### config.mk
export PLATFORM = sky130hd
export DESIGN_NAME = hbm_write_arbiter
export DESIGN_NICKNAME = d
export VERILOG_FILES = /design/src/rtl/hbm_write_arbiter.sv
export SDC_FILE = /design/constraint.sdc
export NUM_CORES = 1
export LEC_CHECK = 0
export BUFFER_PORTS_ARGS = -buffer_cell sky130_fd_sc_hd__buf_2
export CORE_AREA = 8 8 260 262
export CTS_CLUSTER_DIAMETER = 200
export DETAILED_ROUTE_END_ITERATION = 6
export DIE_AREA = 0 0 268 270
export GPL_ROUTABILITY_DRIVEN = 1
export GPL_TIMING_DRIVEN = 1
export SLEW_MARGIN = 20
export SYNTH_ARGS = -nofsm -noshare
export SYNTH_HDL_FRONTEND = slang
export SYNTH_SLANG_ARGS = --single-unit
### constraint.sdc
create_clock -name aclk -period 6.8 [get_ports aclk]
set_input_delay 1.36 -clock aclk [delete_from_list [all_inputs] [get_ports aclk]]
set_output_delay 1.36 -clock aclk [all_outputs]
set_load 0.01 [all_outputs]
### src/rtl/hbm_write_arbiter.sv
// hbm_write_arbiter: round-robin front end that lets NUM_REQ requesters share
// one HBM write master. One (address, size) command is in flight at a time.
// Zero-size commands complete without ever starting the master.
module hbm_write_arbiter #(
    parameter int NUM_REQ    = 4,
    parameter int ADDR_WIDTH = 64,
    parameter int GID_WIDTH  = (NUM_REQ > 1) ? $clog2(NUM_REQ) : 1
) (
    input  logic                          aclk,
    input  logic                          areset,
    input  logic [NUM_REQ-1:0]            req_valid,
    output logic [NUM_REQ-1:0]            req_ready,
    input  logic [NUM_REQ*ADDR_WIDTH-1:0] req_addr,
    input  logic [NUM_REQ*ADDR_WIDTH-1:0] req_size,
    output logic [NUM_REQ-1:0]            req_done,
    output logic                          wm_ctrl_start,
    output logic [ADDR_WIDTH-1:0]         wm_ctrl_addr_offset,
    output logic [ADDR_WIDTH-1:0]         wm_ctrl_xfer_size_in_bytes,
    input  logic                          wm_ctrl_done,
    output logic                          wm_data_en,
    output logic [GID_WIDTH-1:0]          grant_id,
    output logic                          busy,
    output logic [31:0]                   xfer_count
);

    // One extra bit so the rotated candidate index can exceed NUM_REQ-1 before wrapping.
    localparam int CW = GID_WIDTH + 1;
    localparam logic [NUM_REQ-1:0] ONE_HOT_0 = NUM_REQ'(1);

    typedef enum logic [2:0] {IDLE, START, BUSY, DONE, ZDONE} state_t;

    state_t                 state_reg;
    logic [GID_WIDTH-1:0]   rr_last_reg;
    logic [GID_WIDTH-1:0]   grant_reg;
    logic [ADDR_WIDTH-1:0]  addr_reg;
    logic [ADDR_WIDTH-1:0]  size_reg;
    logic                   start_reg;
    logic                   data_en_reg;
    logic                   busy_reg;
    logic [NUM_REQ-1:0]     done_reg;
    logic [31:0]            count_reg;

    logic [GID_WIDTH-1:0]   pick_next;
    logic                   found_next;
    logic                   accept;
    logic [ADDR_WIDTH-1:0]  addr_arr [NUM_REQ];
    logic [ADDR_WIDTH-1:0]  size_arr [NUM_REQ];

    assign accept = (state_reg == IDLE) && found_next;

    // Unpack the per-requester command fields and drive the one-hot ready.
    generate
        for (genvar gi = 0; gi < NUM_REQ; gi++) begin : g_lane
            assign addr_arr[gi]  = req_addr[gi*ADDR_WIDTH +: ADDR_WIDTH];
            assign size_arr[gi]  = req_size[gi*ADDR_WIDTH +: ADDR_WIDTH];
            assign req_ready[gi] = accept && (pick_next == GID_WIDTH'(gi));
        end
    endgenerate

    // Round-robin search starting just after the last owner; scanning from the
    // farthest candidate down lets the nearest valid requester win last.
    always_comb begin
        logic [CW-1:0] cand;
        pick_next  = '0;
        found_next = 1'b0;
        for (int k = NUM_REQ; k >= 1; k--) begin
            cand = {1'b0, rr_last_reg} + CW'(k);
            if (cand >= CW'(NUM_REQ)) begin
                cand = cand - CW'(NUM_REQ);
            end
            if (req_valid[cand[GID_WIDTH-1:0]]) begin
                pick_next  = cand[GID_WIDTH-1:0];
                found_next = 1'b1;
            end
        end
    end

    // Command FSM with all outputs registered alongside the state.
    always_ff @(posedge aclk or posedge areset) begin
        if (areset) begin
            state_reg   <= IDLE;
            rr_last_reg <= GID_WIDTH'(NUM_REQ - 1);
            grant_reg   <= '0;
            addr_reg    <= '0;
            size_reg    <= '0;
            start_reg   <= 1'b0;
            data_en_reg <= 1'b0;
            busy_reg    <= 1'b0;
            done_reg    <= '0;
            count_reg   <= '0;
        end else begin
            start_reg <= 1'b0;
            done_reg  <= '0;
            case (state_reg)
                IDLE: begin
                    if (accept) begin
                        addr_reg    <= addr_arr[pick_next];
                        size_reg    <= size_arr[pick_next];
                        grant_reg   <= pick_next;
                        rr_last_reg <= pick_next;
                        if (size_arr[pick_next] == '0) begin
                            // Zero-size: complete straight away, master untouched.
                            state_reg <= ZDONE;
                            busy_reg  <= 1'b0;
                            done_reg  <= ONE_HOT_0 << pick_next;
                            count_reg <= count_reg + 32'd1;
                        end else begin
                            state_reg <= START;
                            busy_reg  <= 1'b1;
                            start_reg <= 1'b1;
                        end
                    end
                end
                START: begin
                    state_reg   <= BUSY;
                    data_en_reg <= 1'b1;
                end
                BUSY: begin
                    if (wm_ctrl_done) begin
                        state_reg   <= DONE;
                        data_en_reg <= 1'b0;
                        busy_reg    <= 1'b0;
                        done_reg    <= ONE_HOT_0 << grant_reg;
                        count_reg   <= count_reg + 32'd1;
                    end
                end
                DONE, ZDONE: begin
                    state_reg <= IDLE;
                end
                default: begin
                    state_reg <= IDLE;
                end
            endcase
        end
    end

    assign wm_ctrl_start              = start_reg;
    assign wm_ctrl_addr_offset        = addr_reg;
    assign wm_ctrl_xfer_size_in_bytes = size_reg;
    assign wm_data_en                 = data_en_reg;
    assign grant_id                   = grant_reg;
    assign busy                       = busy_reg;
    assign req_done                   = done_reg;
    assign xfer_count                 = count_reg;

endmodule

==> key figures, run 1 <==
Global routing
  – Met1 Resource Use GR: 0.188
  – Initial antenna violation count: 6
  – Busiest grt layer: met2
  – First-pass GRT wire length: 80800 um
  – Global route total overflow: 0
  – Vias in the first global route: between 10000 and 15000
  – Grt met2 use: 0.235
  – GR Util met3: 0.0441
  – GRT Total Usage: 0.148
  – Largest net degree at the start of global routing: 102

Timing
  – Finish-stage setup viols: 0
  – Final WS setup: around 1.6 ns
  – Min cycle time layout: approximately 5.2 ns
  – Total negative slack: 0 ns
  – Period utilization: 0.764
  – Final hold violations: 0
  – Fmax: just under 200 MHz
  – Clk_skew: 0.0201 ns
  – Hold_ws: between 0.4 and 0.5 ns
  – Slew @ Worst Pin: 1.01 ns
  – RSZ-0062 raised after global routing: no
  – Slew HR: 0.324
  – Final Slew Violations: 0

Clock tree
  – CTS clk-pin slew, worst paths: 0.07 ns
  – CTS Sinks: 174
  – Longest Clk Path Bufs: 2
  – Clock Root Buffer: clkbuf_16
  – # resized after CTS: 0
  – Clk_lat worst skew: 0.49 ns
  – CTS Buf Count: 17
  – TritonCTS clock tree: done
  – H-tree depth: 4
  – Number of buffers inserted by hold repair at cts: 0
  – Setup Buffers After CTS: 0

Setup path
  – Crit path capture type: flip-flop
  – Peak fanout along the critical path: 52
  – Crit path launch type: input pin
  – Worst endpoint required time: 7.20 ns
  – Setup CP Type: input pin to flip-flop
  – WP data arrival: 5.59 ns

Synthesis
  – Post-synth EDFFs: 0
  – Prevailing post-synth register cell: dfrtp_1
  – Register area share after synthesis: 0.397
  – Gate Count Post-Synth: 1404
  – Synthesized net count: around 1900
  – Post-synth ARST share: 1.00
  – Yosys warns: 0
  – Yosys cell types: 46
  – Area of the mapped netlist: 0.0110 sq mm
  – Number of synthesized register bits: 174
  – Mapped Avg Cell Area: approximately 7.8 sq um

Detailed routing
  – Post-route DRC: 0
  – Vias per cell: 4.29
  – Routed Antenna Nets: 0
  – Via count: 12500
  – DR pass1 iterations: 5
  – Wire per inst: 19.1 um
  – Final wirelength: 55700 um
  – Starting DRT DRC Count: 837

Floorplanning
  – Rows: between 90 and 100
  – Boundary Pins: 692
  – Core Area: between 0.06 and 0.07 sq mm
  – Chip height: around 270 um
  – Die W: 268 um
  – Effective utilization at floorplan: 0.172
  – Die area: 0.0724 sq mm

Place
  – Pre-CTS WS: roughly 1.2 ns
  – Port buffer count: 691
  – DP HPWL: approximately 45000 um
  – GPL Wtd Cong: 0.895
  – Post-DP Area: 0.0153 sq mm

Cells and area
  – Area occupied by registers: 0.00436 sq mm
  – Nets: 2558
  – Fill count: 7104
  – Most frequent cells in the layout: 691 x buf_2, 592 x nand2_1, 199 x nand3_1
  – Synth-to-Final Area Change: 45.4%
  – Commonest non-fill, non-tap cell in the layout: buf_2
  – Fin area: 0.0159 sq mm
  – Layout cells sized above 1: 0.372
  – Multi-input combinational cell area: approximately 0.0062 sq mm

Power and ir drop
  – Static leakage: ~9 nW
  – Peak supply drop: approximately 0.18 mV
  – Cell Pwr Density: 403 mW/mm^2

Job
  – Max-capacitance violation count: 0

Min path
  – Hold/Removal Path Class: flip-flop to flip-flop

Run status
  – Outcome: finished, final reports clean
[through the flow]
| step | util | instances | power (mW) |
|---|---|---|---|
| after floorplan | - | 1404 | 3.94 |
| after global placement | 0.241 | 2874 | 5.40 |
| after detailed placement | 0.241 | 2874 | 5.43 |
| after CTS | 0.250 | 2906 | 6.53 |
| after global routing | 0.250 | 2907 | 6.93 |
| final | 0.251 | 2911 | 6.42 |
[power by group]
part           switching, mW  leakage (nW)  internal [mW]  total [mW]
registers              0.285          2.18           1.48        1.77
logic                   2.33          6.55           1.27        3.60
clock network          0.488         0.290          0.562        1.05
[routing by layer]
| layer | part of all wire | vias to the layer above |
|---|---|---|
| met5 | 0.00070 | - |
| met4 | 0.028 | 6 |
| met3 | 0.081 | 66 |
| met2 | 0.46 | 540 |
| met1 | 0.43 | 5909 |
| li1 | - | 5964 |
[cell type report]
type                       count  area share
multi-input combinational   1128       0.390
timing repair buffer         713       0.230
antenna                        5    0.000785
tap                          855      0.0671
clock buffer                  20      0.0280
clock inverter                12     0.00949
inverter                       4     0.00141
sequential                   174       0.273
[cells by family after synthesis]
family,after synthesis,share of synthesized area
and+or+nand+nor,882,0.345
muxes,194,0.177
DFF,174,0.397
buffers and inverters,102,0.0412
xor gates and xnor gates,31,0.0247
AOI/OAI and AO/OA,20,0.0137
adders and majority gates,1,0.00114
[cell usage after synthesis, drive strengths merged, types with 2 or more instances]
library cell / n / share of area
inv: 4 / 0.0014
o21ai: 3 / 0.0014
nand4: 6 / 0.0034
mux2i: 193 / 0.18
clkbuf: 71 / 0.024
buf: 27 / 0.016
and4: 2 / 0.0016
a21oi: 3 / 0.0014
and3: 9 / 0.0051
nor2: 17 / 0.0060
nand3: 199 / 0.091
or2: 5 / 0.0029
nor3: 15 / 0.0068
nand2b: 2 / 0.0011
nor3b: 6 / 0.0041
nand2: 592 / 0.20
nor4b: 3 / 0.0030
xor2: 29 / 0.023
nor2b: 4 / 0.0023
xnor2: 2 / 0.0016
o31a: 2 / 0.0016
a32o: 2 / 0.0018
o31ai: 2 / 0.0014
dfrtp: 172 / 0.39
nor4: 19 / 0.013
dfstp: 2 / 0.0048
[critical path: stages]
cell and delay, ns:
buf_2 0.14, a21oi_1 0.27, o31a_2 0.70, buf_12 0.39, buf_12 0.23, mux2i_1 0.23, mux2i_1 0.12, nor4_1 0.46
nand4_1 0.36, nor4_4 0.23, buf_4 0.22, nor2_2 0.18, nor4b_1 0.42, xor2_1 0.17
[worst paths after layout]
| kind | startpoint | endpoint | slack [ns] | cells past startpoint |
|---|---|---|---|---|
| max in group asynchronous | areset | wm_ctrl_addr_offset[8]$_DFFE_PP0P_ | 4.56 | 3 |
| min | wm_ctrl_addr_offset[47]$_DFFE_PP0P_ | wm_ctrl_addr_offset[47]$_DFFE_PP0P_ | 0.47 | 2 |
| min in group asynchronous | areset | xfer_count[13]$_DFFE_PP0P_ | 0.98 | 2 |
| max reg2reg | rr_last_reg[1]$_DFFE_PP1P_ | xfer_count[31]$_DFFE_PP0P_ | 2.06 | 13 |
| min reg2reg | wm_ctrl_addr_offset[47]$_DFFE_PP0P_ | wm_ctrl_addr_offset[47]$_DFFE_PP0P_ | 0.47 | 2 |
| max | req_valid[0] | xfer_count[31]$_DFFE_PP0P_ | 1.61 | 14 |
Note: power is estimated with default switching activity, not from simulation.
==> run 2, diff against run 1 <==
- clock period: 6.8 -> 4.35 ns (I/O delays scaled with it)
==> run 2 against run 1 <==
Design area rose by 2.4%. Sequential power increased by 55%. Combinational power grew 65%. Worst setup slack lost 1.3 ns. Total power increased by 60%. Critical path type is now flip-flop to flip-flop. Critical endpoint is now xfer_count[14]$_DFFE_PP0P_.
==> key figures, run 2 (synthesis results as in run 1) <==
Run status
  – Outcome: finished, final reports clean

Setup path
  – Critical-path cell list: nor2b_1, o31a_2, buf_16, buf_12, mux2i_1, mux2i_1, nor4_2, buf_4, nand4_1, buf_4, nor4_4, buf_4, nor2_2, buf_12, nor4_2, xor2_1
  – Setup CP Type: flip-flop to flip-flop
  – WP buf/inv: 6
  – WP data arrival: 4.46 ns
  – Worst path slowest cell: dfstp_2
  – Crit path capture type: flip-flop
  – Family with the most delay on the worst path: simple AND/OR/NAND/NOR gates
  – Crit path top cell by count: buf_4
  – Worst endpoint required time: 4.75 ns
  – Max incr delay on CP: 0.55 ns
  – Crit path launch type: flip-flop
  – Peak fanout along the critical path: 40

Clock tree
  – H-tree depth: 4
  – TritonCTS clock tree: done
  – CTS clk-pin slew, worst paths: approximately 0.08 ns
  – Longest Clk Path Bufs: 2
  – Clock Root Buffer: clkbuf_16
  – Clk_lat worst skew: 0.48 ns
  – Number of buffers inserted by hold repair at cts: 0
  – CTS Sinks: around 170
  – CTS Buf Count: 17

Job
  – Max-capacitance violation count: 0

Detailed routing
  – Vias per cell: 4.23
  – Post-route DRC: 0
  – Wire per inst: 19.2 um
  – Via count: around 12000
  – DR pass1 iterations: 5
  – Final wirelength: between 50000 and 60000 um
  – Starting DRT DRC Count: 764
  – Routed Antenna Nets: 0

Cells and area
  – Layout cells sized above 1: 0.383
  – Most frequent cells in the layout: 691 x buf_2, 592 x nand2_1, 199 x nand3_1
  – Commonest non-fill, non-tap cell in the layout: buf_2
  – Nets: 2591
  – Fin area: 0.0163 sq mm
  – Final Core Density: 0.257
  – Synth-to-Final Area Change: 48.9%

Timing
  – Final hold violations: 0
  – Period utilization: 0.933
  – RSZ-0062 raised after global routing: no
  – Slew HR: 0.334
  – Slew @ Worst Pin: 0.999 ns
  – Finish-stage setup viols: 0
  – Total negative slack: 0 ns
  – Fmax: about 250 MHz
  – Hold_ws: about 0.47 ns
  – Min cycle time layout: 4.06 ns
  – Clk_skew: 0.0117 ns
  – Final Slew Violations: 0

Power and ir drop
  – Sequential Power Share: 0.266
  – Clock share of power: 0.155
  – Combinational share of power: 0.579
  – Net Sw Power: 4.97 mW
  – Power, Total: 10.3 mW
  – Peak supply drop: 0.313 mV
  – Cell Pwr Density: 630 mW/mm^2
  – Static leakage: 9.23 nW
  – Sw Ratio: 0.483
  – Design internal power: around 5.3 mW

Place
  – Port buffer count: between 600 and 700
  – GPL Wtd Cong: 0.899
  – DP HPWL: around 46000 um
  – Post-DP Area: 0.0157 sq mm

Floorplanning
  – Rows: 93
  – Chip height: 270 um
  – Core Area: 0.0636 sq mm
  – Die W: 268 um
  – Die area: between 0.07 and 0.08 sq mm
  – Boundary Pins: just under 700
  – Effective utilization at floorplan: 0.172

Global routing
  – Global route total overflow: 0
  – GRT Total Usage: 0.149
  – Largest net degree at the start of global routing: ~130
  – Initial antenna violation count: 7
  – Vias in the first global route: 12600
  – First-pass GRT wire length: just over 80000 um

Min path
  – Hold/Removal Path Class: flip-flop to flip-flop
-- run 2: cell count changes in the layout (fill, tap and decap cells not counted), moves of 2 or more --
cell | previous run | this run
buf_4 | 18 | 42
buf_12 | 4 | 11
clkinv_8 | 0 | 5
bufinv_16 | 2 | 0
clkbuf_1 | 2 | 0
clkinv_4 | 3 | 1
-- run 2: stage by stage --
step,setup WS [ns],std cells
after floorplan,0.811,1404
after global placement,-0.220,2905
after detailed placement,-0.300,2905
after CTS,0.0341,2937
after global routing,0.0137,2940
final,0.291,2944
-- run 2: cell type report --
class,count,area [sq um]
antenna,5,12.5
clock buffer,17,425
clock inverter,15,183
fill,7068,47300
inverter,4,18.8
multi-input combinational,1128,6220
sequential,174,4360
tap,855,1070
timing repair buffer,746,4050
-- run 2: layer usage --
metal / vias to the layer above / track usage / share of wire
li1: 6027 / - / -
met1: 5799 / 0.190 / 0.43
met2: 560 / 0.239 / 0.47
met3: 55 / 0.0441 / 0.082
met4: 4 / 0.0464 / 0.023
met5: - / 0 / 0.00053
-- run 2: power by group through the flow --
stage	Sequential, mW	Clock, mW	Combinational, mW
6_report	2.74	1.60	5.95
5_1_grt	2.83	1.74	6.56
4_1_cts	2.74	1.68	6.02
3_5_place_dp	2.75	0	6.01
3_3_place_gp	2.74	0	6.00
2_1_floorplan	3.00	0	3.17
-- run 2: timing repair --
action	4_1_cts	5_1_grt
setup buffers	0	1
resized for setup	0	2
setup endpoints to repair	0	30
-- run 2: worst reg2reg max path, delay by kind of cell, from the launching register on --
family | cells | cell delay, ns
flip-flops | 1 | 0.55
XOR/XNOR | 1 | 0.17
multiplexers | 2 | 0.37
AO/OA/AOI/OAI | 1 | 0.26
buffers and inverters | 6 | 1.33
AND/OR/NAND/NOR | 6 | 1.31
-- run 2: final timing paths --
check / end / slack (ns) / depth (start not counted) / start
setup / recovery: xfer_count[14]$_DFFE_PP0P_ / 0.29 / 16 / rr_last_reg[0]$_DFFE_PP1P_
hold / removal: wm_ctrl_addr_offset[40]$_DFFE_PP0P_ / 0.47 / 2 / wm_ctrl_addr_offset[40]$_DFFE_PP0P_
setup reg to reg: xfer_count[14]$_DFFE_PP0P_ / 0.29 / 16 / rr_last_reg[0]$_DFFE_PP1P_
hold reg to reg: wm_ctrl_addr_offset[40]$_DFFE_PP0P_ / 0.47 / 2 / wm_ctrl_addr_offset[40]$_DFFE_PP0P_
max in group asynchronous: wm_ctrl_xfer_size_in_bytes[49]$_DFFE_PP0P_ / 3.10 / 3 / areset
min in group asynchronous: xfer_count[17]$_DFFE_PP0P_ / 0.52 / 3 / areset
==> run 3, diff against run 2 <==
- CORE_AREA: 8 8 260 262 -> 2 2 269 271
- DIE_AREA: 0 0 268 270 -> 0 0 271 273
==> run 3 against run 2 <==
Design area grew 1.5%. Register-to-register slack lost 0.09 ns. Total power grew 1.3%. Final cell count grew 3.6%. Utilization shrank 2.3 points. Sequential power is essentially flat. Die area grew 2.2%. Worst hold slack lost 0.11 ns. Sequential share of layout area shrank 0.39 points. Critical path depth shrank 2. Clock skew grew 0.0060 ns. Combinational power grew 1%.
==> key figures, run 3 (synthesis results as in run 1) <==
Run status
  – Outcome: finished, final reports clean

Timing
  – Period utilization: 0.954
  – Fmax: 241 MHz
  – Slew HR: 0.355
  – Final WS setup: 0.198 ns
  – Slew @ Worst Pin: 0.968 ns
  – Clk_skew: 0.0177 ns
  – Final hold violations: 0
  – Hold_ws: 0.361 ns
  – Finish-stage setup viols: 0
  – Min cycle time layout: 4.15 ns
  – Final Slew Violations: 0
  – Total negative slack: 0 ns
  – RSZ-0062 raised after global routing: no

Place
  – GPL Wtd Cong: between 0.9 and 1
  – Pre-CTS WS: -0.183 ns
  – Post-DP Area: about 0.016 sq mm
  – DP HPWL: ~43000 um
  – Cell Count Post-Placement: about 3000
  – Port buffer count: 691

Setup path
  – CP startpoint: rr_last_reg[1]$_DFFE_PP1P_
  – Setup CP Type: flip-flop to flip-flop
  – Critical-path cell list: and3b_1, o31a_2, buf_12, buf_12, mux2i_1, mux2i_1, nor4_1, nand4_1, nor4_4, buf_4, nor2_2, buf_4, nor3b_1, xor2_1
  – CP Capture Point: xfer_count[20]$_DFFE_PP0P_
  – WP data arrival: around 4.6 ns
  – Peak fanout along the critical path: 32
  – FF-to-FF path depth: 14
  – Flop2flop setup slack: 0.20 ns
  – Max incr delay on CP: 0.66 ns
  – Worst path slowest cell: dfstp_2
  – Crit Reg-Reg Endpoint: xfer_count[20]$_DFFE_PP0P_
  – Reg-to-Reg Start: rr_last_reg[1]$_DFFE_PP1P_
  – Worst endpoint required time: 4.77 ns
  – Crit path launch type: flip-flop
  – Crit path capture type: flip-flop

Cells and area
  – Fill count: 7903
  – Nets: 2604
  – Fin area: about 0.017 sq mm
  – Synth-to-Final Area Change: 51.1%
  – Finished Layout Cells: 3050
  – Layout cells sized above 1: 0.388
  – Area occupied by registers: 0.00436 sq mm
  – Commonest non-fill, non-tap cell in the layout: buf_2
  – Multi-input combinational cell area: approximately 0.0062 sq mm
  – Final Core Density: 0.233
  – Most frequent cells in the layout: 691 x buf_2, 592 x nand2_1, 199 x nand3_1

Detailed routing
  – Vias per cell: 4.10
  – Post-route DRC: 0
  – Final wirelength: 53200 um
  – Wire per inst: roughly 17 um
  – Via count: 12500
  – Routed Antenna Nets: 0
  – DR pass1 iterations: 5
  – Starting DRT DRC Count: 667

Global routing
  – Largest net degree at the start of global routing: ~130
  – Vias in the first global route: 12600
  – First-pass GRT wire length: 77300 um
  – GRT Total Usage: 0.140
  – Global route total overflow: 0
  – Initial antenna violation count: 3

Clock tree
  – CTS clk-pin slew, worst paths: 0.08 ns
  – Clk_lat worst skew: roughly 0.50 ns
  – Clock Root Buffer: clkbuf_16
  – H-tree depth: 4
  – Number of buffers inserted by hold repair at cts: 0
  – CTS Sinks: 174
  – Longest Clk Path Bufs: 2
  – TritonCTS clock tree: done
  – CTS Buf Count: 17

Floorplanning
  – Rows: 98
  – Effective utilization at floorplan: 0.155
  – Core Area: around 0.071 sq mm
  – Chip height: 273 um
  – Die area: 0.0740 sq mm
  – Boundary Pins: 692
  – Die W: 271 um

Power and ir drop
  – Static leakage: 9.30 nW
  – Peak supply drop: approximately 0.33 mV
  – Cell Pwr Density: approximately 630 mW/mm^2
  – Power, Total: 10.4 mW

Job
  – Max-capacitance violation count: 0

Min path
  – Hold/Removal Path Class: input pin to asynchronous set/reset pin
## run 3: cell count changes in the layout (fill, tap and decap cells not counted)
cell,previous run,this run
nor4_4,1,2
clkbuf_16,18,17
clkinvlp_4,2,1
buf_4,42,55
inv_8,3,4
diode_2,5,3
inv_6,4,3
buf_16,1,0
buf_12,11,12
buf_8,0,1
nor4_2,3,4
bufinv_16,0,1
nor4_1,15,13
## run 3: worst min path at each step
stage / from / end / slack (ns) / cells after the start
global placement: wm_ctrl_xfer_size_in_bytes[25]$_DFFE_PP0P_ / wm_ctrl_xfer_size_in_bytes[25]$_DFFE_PP0P_ / 0.45 / 2
floorplan: state_reg[2]$_DFFE_PP0P_ / state_reg[1]$_DFFE_PP0P_ / 0.48 / 1
global route: areset / xfer_count[10]$_DFFE_PP0P_ / 0.35 / 2
detailed placement: wm_ctrl_addr_offset[31]$_DFFE_PP0P_ / wm_ctrl_addr_offset[31]$_DFFE_PP0P_ / 0.46 / 2
finish: areset / xfer_count[7]$_DFFE_PP0P_ / 0.36 / 2
CTS: areset / xfer_count[15]$_DFFE_PP0P_ / 0.32 / 2
## run 3: worst max-delay path: cells and delay by family (launching register included)
| kind | cells | cell delay, ns |
|---|---|---|
| and+or+nand+nor | 6 | 1.61 |
| AOI/OAI and AO/OA | 1 | 0.24 |
| buffers and inverters | 4 | 0.88 |
| DFF | 1 | 0.66 |
| xor gates and xnor gates | 1 | 0.16 |
| muxes | 2 | 0.44 |
## run 3: what timing repair did
action,in CTS,in global routing
endpoints found under the setup margin,0,25
resized for setup,0,6
setup buffers,0,0
## run 3: metal layers
layer / vias to the layer above / track usage / share of wire
li1: 6042 / - / -
met1: 5816 / 0.177 / 0.42
met2: 560 / 0.214 / 0.45
met3: 85 / 0.0438 / 0.085
met4: 2 / 0.0694 / 0.041
met5: - / 0 / 0.00019
## run 3: layout make-up
class                           instances  area share
Antenna cell                            3    0.000453
Clock buffer                           17      0.0257
Clock inverter                         15      0.0125
Inverter                                4     0.00113
Multi-Input combinational cell       1128       0.377
Sequential cell                       174       0.263
Tap cell                              950      0.0717
Timing Repair Buffer                  759       0.249
## run 3: where the power goes
| part | leakage (nW) | internal [mW] | switching, mW |
|---|---|---|---|
| Clock | 0.307 | 0.841 | 0.861 |
| Combinational | 6.81 | 2.26 | 3.75 |
| Sequential | 2.18 | 2.31 | 0.397 |
| Total | 9.30 | 5.41 | 5.01 |
